<file path="config.mk">
export PLATFORM = sky130hd
export DESIGN_NAME = persiana_actuador_flat
export DESIGN_NICKNAME = d
export VERILOG_FILES = /design/src/rtl/persiana_actuador_if.sv /design/src/rtl/persiana_actuador.sv /design/src/flat_wrapper.sv
export SDC_FILE = /design/constraint.sdc
export NUM_CORES = 1
export LEC_CHECK = 0
export CAP_MARGIN = 10
export CORE_MARGIN = 2
export CORE_UTILIZATION = 30
export CTS_BUF_LIST = sky130_fd_sc_hd__clkbuf_2
export DETAILED_ROUTE_END_ITERATION = 12
export DONT_BUFFER_PORTS = 1
export PLACE_DENSITY = 0.46
export SYNTH_ARGS = -nofsm -noshare
export SYNTH_HDL_FRONTEND = slang
export SYNTH_SLANG_ARGS = --single-unit
</file>
<file path="constraint.sdc">
create_clock -name Reloj -period 3.3 [get_ports Reloj]
set_input_delay 0.165 -clock Reloj [delete_from_list [all_inputs] [get_ports Reloj]]
set_output_delay 0.165 -clock Reloj [all_outputs]
set_load 0.01 [all_outputs]
</file>
<file path="src/rtl/persiana_actuador_if.sv">
// Motor command / limit sensor bundle between the blind controller and the plant.
// master = controller side, slave = motor and limit-switch side.
interface persiana_actuador_if;
  logic       subir;
  logic       bajar;
  logic       Ssup;
  logic       Smed;
  logic       Sinf;
  logic [7:0] posicion;
  logic       moviendo;
  logic       falla;

  modport master (
    output subir,
    output bajar,
    input  Ssup,
    input  Smed,
    input  Sinf,
    input  posicion,
    input  moviendo,
    input  falla
  );

  modport slave (
    input  subir,
    input  bajar,
    output Ssup,
    output Smed,
    output Sinf,
    output posicion,
    output moviendo,
    output falla
  );
endinterface

</file>
<file path="src/rtl/persiana_actuador.sv">
// Behavioral blind motor with limit switches: one position step per PRESC
// cycles of held command, sticky fault when both commands are asserted.
module persiana_actuador #(
  parameter int TRAVEL   = 200,
  parameter int PRESC    = 4,
  parameter int MED_POS  = 100,
  parameter int INIT_POS = 0
) (
  input  logic                Reloj,
  input  logic                reset,
  persiana_actuador_if.slave  io
);

  localparam int CW = (PRESC > 1) ? $clog2(PRESC) : 1;
  localparam logic [7:0]    TOP  = 8'(TRAVEL);
  localparam logic [7:0]    MED  = 8'(MED_POS);
  localparam logic [7:0]    INI  = 8'(INIT_POS);
  localparam logic [CW-1:0] LAST = CW'(PRESC - 1);

  typedef enum logic [1:0] {
    PARADO,
    SUBIENDO,
    BAJANDO,
    FALLA
  } state_t;

  state_t        state_q;
  logic [7:0]    pos_q;
  logic [CW-1:0] cnt_q;
  logic          mov_q;
  logic          fal_q;

  logic up, dn, both;

  assign both = io.subir & io.bajar;
  assign up   = io.subir & ~io.bajar;
  assign dn   = io.bajar & ~io.subir;

  always_ff @(posedge Reloj or negedge reset) begin
    if (!reset) begin
      state_q <= PARADO;
      pos_q   <= INI;
      cnt_q   <= '0;
      mov_q   <= 1'b0;
      fal_q   <= 1'b0;
    end else begin
      unique case (state_q)
        PARADO: begin
          cnt_q <= '0;
          if (both) begin
            state_q <= FALLA;
            fal_q   <= 1'b1;
          end else if (up && pos_q < TOP) begin
            state_q <= SUBIENDO;
            mov_q   <= 1'b1;
          end else if (dn && pos_q != 8'd0) begin
            state_q <= BAJANDO;
            mov_q   <= 1'b1;
          end
        end

        SUBIENDO: begin
          if (both) begin
            state_q <= FALLA;
            mov_q   <= 1'b0;
            fal_q   <= 1'b1;
          end else if (!io.subir) begin
            // Dropping or reversing the command always passes through PARADO.
            state_q <= PARADO;
            mov_q   <= 1'b0;
            cnt_q   <= '0;
          end else if (cnt_q == LAST) begin
            cnt_q <= '0;
            if (pos_q < TOP) begin
              pos_q <= pos_q + 8'd1;
            end
            if (pos_q + 8'd1 >= TOP) begin
              state_q <= PARADO;
              mov_q   <= 1'b0;
            end
          end else begin
            cnt_q <= cnt_q + 1'b1;
          end
        end

        BAJANDO: begin
          if (both) begin
            state_q <= FALLA;
            mov_q   <= 1'b0;
            fal_q   <= 1'b1;
          end else if (!io.bajar) begin
            state_q <= PARADO;
            mov_q   <= 1'b0;
            cnt_q   <= '0;
          end else if (cnt_q == LAST) begin
            cnt_q <= '0;
            if (pos_q != 8'd0) begin
              pos_q <= pos_q - 8'd1;
            end
            if (pos_q <= 8'd1) begin
              state_q <= PARADO;
              mov_q   <= 1'b0;
            end
          end else begin
            cnt_q <= cnt_q + 1'b1;
          end
        end

        FALLA: begin
          state_q <= FALLA;
          mov_q   <= 1'b0;
          fal_q   <= 1'b1;
        end
      endcase
    end
  end

  assign io.posicion = pos_q;
  assign io.moviendo = mov_q;
  assign io.falla    = fal_q;
  assign io.Ssup     = (pos_q == TOP);
  assign io.Smed     = (pos_q == MED);
  assign io.Sinf     = (pos_q == 8'd0);

endmodule

</file>
<file path="src/flat_wrapper.sv">
// flat-port wrapper written by rule: the top's interface ports become plain ports
module persiana_actuador_flat 
#(
  parameter int TRAVEL   = 200,
  parameter int PRESC    = 4,
  parameter int MED_POS  = 100,
  parameter int INIT_POS = 0
)
  (Reloj, reset, io_subir, io_bajar, io_Ssup, io_Smed, io_Sinf, io_posicion, io_moviendo, io_falla);
  persiana_actuador_if io_i ();
  input  logic Reloj;
  input  logic reset;
  input wire logic [$bits(io_i.subir)-1:0] io_subir;
  input wire logic [$bits(io_i.bajar)-1:0] io_bajar;
  output wire logic [$bits(io_i.Ssup)-1:0] io_Ssup;
  output wire logic [$bits(io_i.Smed)-1:0] io_Smed;
  output wire logic [$bits(io_i.Sinf)-1:0] io_Sinf;
  output wire logic [$bits(io_i.posicion)-1:0] io_posicion;
  output wire logic [$bits(io_i.moviendo)-1:0] io_moviendo;
  output wire logic [$bits(io_i.falla)-1:0] io_falla;
  assign io_i.subir = io_subir;
  assign io_i.bajar = io_bajar;
  assign io_Ssup = io_i.Ssup;
  assign io_Smed = io_i.Smed;
  assign io_Sinf = io_i.Sinf;
  assign io_posicion = io_i.posicion;
  assign io_moviendo = io_i.moviendo;
  assign io_falla = io_i.falla;
  persiana_actuador #(.TRAVEL(TRAVEL), .PRESC(PRESC), .MED_POS(MED_POS), .INIT_POS(INIT_POS)) u_core (.Reloj(Reloj), .reset(reset), .io(io_i));
endmodule
</file>
==> results.ini <==
[clocking]
ctsResizeCount=0
htreeDepth=1
post-cts-setup-buffers=0
clock_path_buffers=2
cts_root_buf=clkbuf_2
worstSkewPairLatency_ns=0.29
cts.sinks=14
cts_made_buffers=3
path_clk_slew_ns=0.16
cts_tree=built

[route]
first_pass_iters=4
drc=0
wirelength_microns=2790
drt_iter0_drc=20
ant_nets=0
detail_route.wl_per_cell_microns=15.7
viasPerCell=5.35
vias=952

[timing]
rsz0062_at_grt=no
final_max_slew_viol_count=0
setup-tns-final_ns=0
tightestPinTransition_ns=0.680
setup_viol=0
max-slew-margin-rel_pct=54.5
hold_ws_ns=0.0901
fin_crit_sh_pct=68.5
fmax_mhz=443
period_needed_ns=2.26
finalHoldViolCount=0
skew_ns=0.00929

[pwr]
seqPwrFrac_pct=38.4
total_power_uw=570
p_int_uw=341
clockPowerShare_pct=15.4
switching_share_pct=40.2
ir_drop_mv=0.147
p_sw_uw=229
p_leak_nw=0.453
p_comb_share_pct=46.2
power_density_nw_per_um2=454

[floorplanning]
ios=17
die_h_microns=67.4
core.rowCount=23
start_util_pct=30.6
core_sq_um=3940
die_w_microns=67.4
dieArea_sq_um=4550

[synthesis]
ys_types=45
synth_nets=146
synth_area_leader_cell=dfrtp_1
synth-edff-count=0
syn_inst=132
ys_seq_elements=14
synthTopCellsByArea=dfrtp_1, ha_1, xor2_1, a21oi_1, nor2_1
yosysSeqAreaShare_pct=29.0
synth_top_area_share_pct=29.0
netlist_area_sq_um=1210
async_flop_share_pct=100
synth_top_flop_cell=dfrtp_1
avgSynthCellArea_sq_um=9.15
yosys_warnings=0

[setup_path]
crit_fanout=14
crit_type=reg2reg
reg2reg_setup_slack_ns=1.04
startpoint_type=flop
endpoint_kind=flop
required_ns=3.48
slowest_stage=or4_4
cpPeakStageDelay_ns=0.60
crit_arrival_ns=2.44
regToRegEndpoint=u_core.io.posicion[6]$_DFFE_PN0P_
rr_worst_depth=5
crit_chain=or4_4, o31ai_2, a221o_1, nor2_1, xor2_1
reg2reg_from=u_core.io.posicion[3]$_DFFE_PN0P_

[place]
dp.cells=172
gp_congestion=0.733
placed_area_sq_um=1210
dp_hpwl_microns=2090
port_buffers=0

[min_path]
holdPathStages=2
worstHoldStart=io_subir
worstHoldPathType=in2reg
holdPathEnd=u_core.state_q[0]$_DFFE_PN0P_

[final_layout]
fin_area_sq_um=1260
nFillCells=414
area.sequential_sq_um=350
area_growth_pct=4.04
multi_input_area_sq_um=779
antenna_cells=0
fin_cells=178
final_nets=144
drive_gt1_share_pct=10.9

[global_route]
track_usage_pct=13.7
grt_start_max_net_pins=15
grt-ovfl-total=0
grt_pass1_wl_microns=4640
first_global_vias=927
antenna_found_initial=0

[status]
status=completed

[flow_run]
drv_cap=0

==> state kept, by name (all words and copies together), names as in the netlist <==
register / count
u_core.io.posicion: 8
u_core.cnt_q: 2
u_core.state_q: 2
u_core.io.falla: 1
u_core.io.moviendo: 1
==> Yosys cell counts, types with 3 or more instances <==
master,instances
nor2b_1,5
ha_1,10
nand2_1,7
xor2_1,7
nor4_1,4
nor2_1,12
nand4b_1,3
a31oi_1,3
dfrtp_1,14
clkbuf_1,5
inv_1,5
a21oi_1,9
nand2b_1,5
==> worst max-delay path by stage <==
| stage | startpoint | endpoint | cells after the start |
|---|---|---|---|
| after global routing | u_core.io.posicion[3]$_DFFE_PN0P_ | u_core.io.posicion[3]$_DFFE_PN0P_ | 5 |
| after global placement | u_core.io.posicion[4]$_DFFE_PN0P_ | u_core.io.posicion[6]$_DFFE_PN0P_ | 5 |
| after CTS | u_core.io.posicion[3]$_DFFE_PN0P_ | u_core.io.posicion[6]$_DFFE_PN0P_ | 5 |
| after detailed placement | u_core.io.posicion[3]$_DFFE_PN0P_ | u_core.io.posicion[4]$_DFFE_PN0P_ | 5 |
| after floorplan | u_core.io.posicion[5]$_DFFE_PN0P_ | u_core.state_q[1]$_DFFE_PN0P_ | 6 |
| final | u_core.io.posicion[3]$_DFFE_PN0P_ | u_core.io.posicion[6]$_DFFE_PN0P_ | 5 |
==> critical path, delay by kind of cell (launching register included) <==
family           cells  cell delay, ns
AND/OR/NAND/NOR      2            0.71
flip-flops           1            0.59
AO/OA/AOI/OAI        2            0.69
XOR/XNOR             1            0.15
==> layout make-up <==
cell class | instances | share of cell area, %
Sequential cell | 14 | 27.9
Inverter | 5 | 1.49
Clock buffer | 3 | 1.20
Timing Repair Buffer | 3 | 2.39
Multi-Input combinational cell | 103 | 62.1
Tap cell | 50 | 4.98
==> logic make-up after synthesis <==
family / synth area share [%]
mux: 3.32
compound gates: 19.0
simple gates: 26.1
buf+inv: 6.43
xor+xnor: 5.80
flops: 29.0
fa+ha+maj: 10.4
==> placed cells by master (no fill, tap or decap), types with 3 or more instances in the layout <==
cell type and n:
a21oi_1 9, a31oi_1 3, clkbuf_2 3, dfrtp_1 14
dlygate4sd3_1 3, ha_1 10, inv_1 5, nand2_1 7
nand2b_1 5, nand4b_1 3, nor2_1 12, nor2b_1 5
nor4_1 4, xor2_1 7
==> power by group through the flow <==
stage / registers [mW] / clock network [mW] / logic, mW
2_1_floorplan: 0.217 / 0 / 0.217
3_3_place_gp: 0.222 / 0 / 0.254
3_5_place_dp: 0.224 / 0 / 0.258
4_1_cts: 0.219 / 0.0905 / 0.265
5_1_grt: 0.223 / 0.0991 / 0.299
6_report: 0.219 / 0.0880 / 0.263
==> timing repair <==
item | 4_1_cts | 5_1_grt
endpoints found under the setup margin | 0 | 0
hold buffers | 3 | 0
endpoints found under the hold margin | 15 | 0
==> metal layers <==
layer / vias to the layer above / global-route usage [%] / part of all wire (%)
met5: - / 0 / 0
met4: 0 / 4.59 / 1.0
met3: 4 / 3.00 / 3.2
met2: 10 / 21.5 / 48
met1: 464 / 18.6 / 48
li1: 474 / - / -
==> through the flow <==
step,setup WS [ns],util (%)
floorplan,1.28,-
global placement,1.11,30.7
detailed placement,1.02,30.7
CTS,1.02,31.9
global route,0.884,31.9
finish,1.04,31.9
No activity file was read; power rests on OpenSTA's default activity.
